`src/rtl/score_pkg.sv`:
```
// Shared constants and helpers for the score keeper: BCD increment and
// active-low seven-segment decode.
package score_pkg;

    localparam int              MAX_DIGITS = 8;
    localparam logic [31:0]     BCD_MAX    = 32'h9999_9999;
    localparam logic [6:0]      SEG_BLANK  = 7'h7F;

    function automatic logic [6:0] seg7_decode(input logic [3:0] nib);
        case (nib)
            4'd0:    return 7'h01;
            4'd1:    return 7'h4F;
            4'd2:    return 7'h12;
            4'd3:    return 7'h06;
            4'd4:    return 7'h4C;
            4'd5:    return 7'h24;
            4'd6:    return 7'h20;
            4'd7:    return 7'h0F;
            4'd8:    return 7'h00;
            4'd9:    return 7'h04;
            default: return SEG_BLANK;
        endcase
    endfunction

    // Ripple +1 over the low ndig digits; bit 32 is the carry out of the top digit.
    function automatic logic [32:0] bcd_inc(input logic [31:0] vec, input int ndig);
        logic [31:0] r;
        logic        c;
        r = vec;
        c = 1'b1;
        for (int i = 0; i < MAX_DIGITS; i++) begin
            if (i < ndig && c) begin
                if (vec[4*i +: 4] == 4'd9) begin
                    r[4*i +: 4] = 4'd0;
                end else begin
                    r[4*i +: 4] = vec[4*i +: 4] + 4'd1;
                    c           = 1'b0;
                end
            end
        end
        return {c, r};
    endfunction

endpackage

```
`src/rtl/seg7_scan.sv`:
```
// Time-multiplexed common-anode display driver: rotates through DIGITS
// digits, SCAN_DIV clocks each, with optional leading-zero blanking.
module seg7_scan
    import score_pkg::*;
#(
    parameter int DIGITS   = 3,
    parameter int SCAN_DIV = 4096,
    parameter int BLANK_LZ = 1
) (
    input  logic                  clk,
    input  logic                  clr_n,
    input  logic [4*DIGITS-1:0]   value,
    input  logic                  dp_en,
    output logic [6:0]            a_to_g,
    output logic [DIGITS-1:0]     an,
    output logic                  dp
);

    localparam int CW = $clog2(SCAN_DIV);
    localparam int IW = (DIGITS > 1) ? $clog2(DIGITS) : 1;

    logic [CW-1:0]   scan_cnt;
    logic [IW-1:0]   idx;
    logic [3:0]      nib;
    logic [DIGITS:0] hz;
    logic            blank;

    // hz[i]: digit i and every digit above it are zero
    always_comb begin
        nib        = 4'd0;
        blank      = 1'b0;
        hz         = '0;
        hz[DIGITS] = 1'b1;
        for (int i = DIGITS - 1; i >= 0; i--) begin
            hz[i] = hz[i+1] && (value[4*i +: 4] == 4'd0);
        end
        for (int i = 0; i < DIGITS; i++) begin
            if (idx == IW'(i)) begin
                nib   = value[4*i +: 4];
                blank = (BLANK_LZ != 0) && (i > 0) && hz[i];
            end
        end
    end

    always_ff @(posedge clk) begin
        if (!clr_n) begin
            scan_cnt <= '0;
            idx      <= '0;
            an       <= '1;
            a_to_g   <= SEG_BLANK;
            dp       <= 1'b1;
        end else begin
            if (scan_cnt == CW'(SCAN_DIV - 1)) begin
                scan_cnt <= '0;
                idx      <= (idx == IW'(DIGITS - 1)) ? '0 : idx + 1'b1;
            end else begin
                scan_cnt <= scan_cnt + 1'b1;
            end
            an     <= ~(DIGITS'(1) << idx);
            a_to_g <= blank ? SEG_BLANK : seg7_decode(nib);
            dp     <= ~(dp_en && (idx == '0));
        end
    end

endmodule

```
`src/rtl/score_board.sv`:
```
// Game score keeper: BCD score from plusone rising edges, high score with
// record flag, and a scanned seven-segment view of either value.
module score_board
    import score_pkg::*;
#(
    parameter int DIGITS   = 3,
    parameter int SCAN_DIV = 4096,
    parameter int BLANK_LZ = 1
) (
    input  logic                  clk,
    input  logic                  clr_n,
    input  logic                  plusone,
    input  logic                  game_reset,
    input  logic                  show_high,
    output logic [4*DIGITS-1:0]   score,
    output logic [4*DIGITS-1:0]   high_score,
    output logic                  new_record,
    output logic [6:0]            a_to_g,
    output logic [DIGITS-1:0]     an,
    output logic                  dp
);

    localparam int W = 4 * DIGITS;

    logic          plusone_q;
    logic          event_p;
    logic [31:0]   score_ext;
    logic [32:0]   inc_full;
    logic [W-1:0]  inc;
    logic          sat;
    logic          unused_hi;

    assign event_p = plusone && !plusone_q;

    always_comb begin
        score_ext        = '0;
        score_ext[W-1:0] = score;
    end

    assign inc_full = bcd_inc(score_ext, DIGITS);
    assign inc      = inc_full[W-1:0];
    assign sat      = inc_full[32];

    generate
        if (W < 32) begin : g_pad
            assign unused_hi = |inc_full[31:W];
        end else begin : g_nopad
            assign unused_hi = 1'b0;
        end
    endgenerate

    // game_reset takes priority; a saturated score drops the event
    always_ff @(posedge clk) begin
        if (!clr_n) begin
            plusone_q  <= 1'b0;
            score      <= '0;
            high_score <= '0;
            new_record <= 1'b0;
        end else begin
            plusone_q <= plusone;
            if (game_reset) begin
                score      <= '0;
                new_record <= 1'b0;
            end else if (event_p && !sat) begin
                score <= inc;
                if (inc > high_score) begin
                    high_score <= inc;
                    new_record <= 1'b1;
                end
            end
        end
    end

    seg7_scan #(
        .DIGITS   (DIGITS),
        .SCAN_DIV (SCAN_DIV),
        .BLANK_LZ (BLANK_LZ)
    ) u_scan (
        .clk    (clk),
        .clr_n  (clr_n),
        .value  (show_high ? high_score : score),
        .dp_en  (new_record && !show_high),
        .a_to_g (a_to_g),
        .an     (an),
        .dp     (dp)
    );

endmodule
```
`config.mk`:
```
export PLATFORM = sky130hd
export DESIGN_NAME = score_board
export DESIGN_NICKNAME = d
export VERILOG_FILES = /design/src/rtl/score_pkg.sv /design/src/rtl/seg7_scan.sv /design/src/rtl/score_board.sv
export SDC_FILE = /design/constraint.sdc
export NUM_CORES = 1
export LEC_CHECK = 0
export CAP_MARGIN = 20
export CORE_MARGIN = 5
export CORE_UTILIZATION = 30
export DETAILED_ROUTE_END_ITERATION = 12
export PLACE_DENSITY = 0.53
export SETUP_SLACK_MARGIN = 0.1
export SKIP_CTS_REPAIR_TIMING = 1
export SLEW_MARGIN = 20
export SYNTH_ARGS = -nofsm -noshare
export SYNTH_HDL_FRONTEND = slang
export SYNTH_SLANG_ARGS = --single-unit
```
`constraint.sdc`:
```
create_clock -name clk -period 2.8 [get_ports clk]
set_clock_uncertainty 0.05 [all_clocks]
set_input_delay 0.7 -clock clk [delete_from_list [all_inputs] [get_ports clk]]
set_output_delay 0.7 -clock clk [all_outputs]
set_load 0.02 [all_outputs]
```
==> key figures <==
Cells and area
  – Reg area: 1040 um^2
  – Fill cells: 980
  – N_diodes: 0
  – Layout cells sized above 1: between 20% and 30%
  – Nets: 435
  – Area grow syn2layout: 34.2%
  – Fin util: approximately 41%
  – Non-filler cells, final: 541
  – Area occupied by multi-input gates: 1940 um^2

Floorplan
  – Die width: 110 um
  – Die area: 12,100 um^2
  – Die height: 110 um
  – Total core area: 9770 um^2
  – Num ports: 41
  – Num rows: 36
  – Initial core utilization: 30.7%

Worst setup path
  – Crit path kind: reg2reg
  – Worst r2r src: score[9]$_SDFFE_PP0P_
  – R2r setup slk: -0.001 ns
  – R2r worst-path depth: 13
  – Critical-path cell list: inv_2 > ha_4 > and3b_2 > buf_4 > o211ai_1 > a22o_1 > ha_1 > nand4_1 > nor3_2 > buf_4 > a311oi_4 > o21a_4 > mux2i_1
  – Crit-path most repeated cell: buf_4
  – Critical path capture point type: flop
  – CP max FO: 6
  – R2R Path End: high_score[1]$_SDFFE_PN0P_
  – CP Buf/Inv Count: 3
  – CP arrival: approximately 3 ns
  – Crit path launch type: flop
  – Max incr delay on CP: around 0.34 ns
  – Critical Path RT: 2.99 ns
  – Largest delay share family, worst path: compound AO/OA/AOI/OAI gates
  – CP max-delay cell: dfxtp_2

STA
  – F_max: 357 MHz
  – Tcrit/Tclk final: 100%
  – Final Hold Vio Count: 0
  – Final Setup Violations: 1
  – Post-route setup slack: -0.00141 ns
  – Period minus WS final: 2.80 ns
  – Slew HR: 58.3%
  – Worst Max-Slew Pin Slew: 0.626 ns
  – Final setup TNS: -0.00141 ns
  – Slew Limit Fails: 0
  – Unrepaired setup endpoints after global routing: yes

Synth
  – Synth Instances: 336
  – Ys async rst share: 0%
  – Post-synth EDFFs: 0
  – Syn. warnings: 0
  – Ys flop type: dfxtp_1
  – Flops & latches, synth: 51
  – Unique masters post-synth: 55
  – Synth Area per Inst: 8.92 um^2
  – Mapped cell area: 3000 um^2
  – Seq/Total Area, Yosys: 34.1%
  – Post-Syn Nets: 364

Pwr
  – Max IR drop VDD: 180 uV
  – P_int: 1.01 mW
  – Static Leakage: ~1.6 nW
  – Reg power frac: 53.9%
  – Pwr per Cell Area: 347 nW/um^2
  – Combinational share of power: approximately 15%
  – Total net switching power: 383 uW
  – Net Sw Frac: 27.5%
  – Clock network power share: 31.2%

Place
  – Final RePlAce weighted congestion: between 0.8 and 0.9
  – DP HPWL: 5510 um
  – DP Worst Slack: -0.109 ns
  – Number of instances in the placed design: 519
  – I/O Buffers: 40

Route
  – Vias: 2,530
  – # DRC: 0
  – Drt via density: roughly 4.7
  – Drt wl/cell: around 14 um
  – Post-DRT Antenna Nets: 0
  – DRT iter0 DRCs: 92
  – WL final: about 7600 um
  – Initial DRT Pass Iterations: 4

Global route
  – GRT Util Overall: 12.8%
  – Overflow after GRT: 0
  – Largest net degree at the start of global routing: 35
  – First-pass GRT wire length: ~12,000 um
  – Antenna violations before repair: 0
  – Number of global-route vias before repair: 2,495

Clock tree
  – Root buf cell: clkbuf_8
  – H-tree depth: 2
  – CTS Buffer Depth: 2
  – Clk slew on worst S/H paths: around 0.1 ns
  – Worst skew pair latency: ~0.31 ns
  – CTS tree: done
  – Clk sink count: 51
  – Num CTS Buffers: 5

Hold path
  – Worst hold path class: reg2reg
  – Hold Path Origin: u_scan.idx[0]$_SDFFE_PN0P_
  – Hold path depth: 1
  – Hold worst-path end: u_scan.an[1]$_SDFF_PN1_

Run
  – Max Cap Viol: 0

Run status
  – Failing checks: negative setup slack
  – Outcome: finished, violations left
-- metal layers --
metal / track usage (%) / wire [um]
met2: 20.8 / 3400
met1: 16.8 / 3650
met3: 2.41 / 386
met4: 4.63 / 179
met5: 0 / 0
-- cell families after synthesis --
logic type	Yosys count	share of synthesized area [%]
AOI/OAI and AO/OA	56	13.1
xor gates and xnor gates	16	4.67
adders and majority gates	23	9.60
buffers and inverters	41	6.34
DFF	51	34.1
muxes	26	10.9
and+or+nand+nor	123	21.3
-- cells in the mapped netlist (2+ instances only) --
cell / instances / area, um^2
o211ai_1: 2 / 15.0
nor4_1: 2 / 12.5
nand2b_1: 5 / 31.3
a21oi_1: 12 / 60.1
and3_1: 3 / 18.8
nand2_1: 36 / 135
dfxtp_1: 51 / 1020
and3b_1: 3 / 26.3
clkbuf_1: 7 / 26.3
a22o_1: 2 / 17.5
nand3_1: 10 / 50.1
mux2_2: 6 / 67.6
and4_1: 2 / 17.5
xnor2_1: 13 / 114
mux2i_1: 16 / 160
or3_1: 2 / 12.5
buf_2: 5 / 25.0
a22oi_1: 3 / 22.5
o41ai_1: 2 / 17.5
a22oi_2: 2 / 25.0
inv_1: 25 / 93.8
ha_1: 23 / 288
nor2b_1: 3 / 18.8
xor2_1: 3 / 26.3
mux4_1: 2 / 52.6
buf_6: 4 / 45.0
a21boi_0: 2 / 15.0
mux4_2: 2 / 45.0
o21ai_1: 5 / 25.0
nor3_1: 5 / 25.0
nor2_1: 34 / 128
nand4_1: 4 / 25.0
o21ai_0: 12 / 60.1
and2_1: 6 / 37.5
a21o_1: 2 / 15.0
-- metrics by stage --
step / power [mW] / hold WS [ns] / area (um^2)
finish: 1.40 / 0.428 / 4020
global route: 1.46 / 0.460 / 4020
CTS: 1.40 / 0.435 / 3780
detailed placement: 0.958 / 0.411 / 3690
global placement: 0.957 / 0.393 / 3690
floorplan: 0.890 / 0.362 / 3040
-- registers in the layout, summed over array words and instances, names as in the netlist --
signal	cells
u_scan.a_to_g	7
plusone_q	1
score	12
u_scan.idx	2
new_record	1
u_scan.scan_cnt	12
u_scan.dp	1
high_score	12
u_scan.an	3
-- cell usage in the layout, fill, tap and decap left out, drive strengths merged, types with 2 or more instances in the layout --
cell type      instances
nand2b                 5
mux4                   4
inv                   26
dfxtp                 51
mux2i                 16
nand2                 37
clkbuf                 5
a21oi                 13
xor2                   3
o21ai                 17
and3b                  3
a22oi                  5
and4                   2
nor4                   2
a22o                   2
ha                    23
nor2b                  3
o211ai                 2
and2                   6
and3                   3
nand4                  4
xnor2                 13
clkdlybuf4s50         40
nor2                  34
o21a                   3
o41ai                  2
buf                   39
a21o                   2
mux2                   6
a21boi                 2
or3                    2
nand3                 10
o31ai                  2
nand3b                 2
nor3                   5
-- how the worst max path moves through the flow --
stage	depth (start not counted)	slack [ns]	end	from
floorplan	13	0.10	high_score[0]$_SDFFE_PN0P_	score[1]$_SDFFE_PP0P_
global placement	11	-0.03	high_score[6]$_SDFFE_PN0P_	score[5]$_SDFFE_PP0P_
detailed placement	11	-0.11	high_score[1]$_SDFFE_PN0P_	score[5]$_SDFFE_PP0P_
CTS	11	-0.15	high_score[1]$_SDFFE_PN0P_	score[5]$_SDFFE_PP0P_
global route	13	-0.16	high_score[5]$_SDFFE_PN0P_	score[9]$_SDFFE_PP0P_
finish	13	-0.001	high_score[1]$_SDFFE_PN0P_	score[9]$_SDFFE_PP0P_
-- power groups by stage --
stage                     Combinational, mW  Clock [mW]  Sequential (mW)
after CTS                             0.188       0.455            0.754
after global placement                0.187           0            0.771
after floorplan                       0.103           0            0.787
final                                 0.207       0.436            0.753
after global routing                  0.226       0.476            0.755
after detailed placement              0.187           0            0.771
-- cell type report --
| class | count | share of cell area, % |
|---|---|---|
| Clock inverter | 3 | 0.466 |
| Clock buffer | 5 | 1.71 |
| Inverter | 25 | 2.33 |
| Multi-Input combinational cell | 245 | 48.3 |
| Tap cell | 133 | 4.14 |
| Sequential cell | 51 | 25.9 |
| Timing Repair Buffer | 79 | 17.2 |
(Power assumes the default switching activity.)
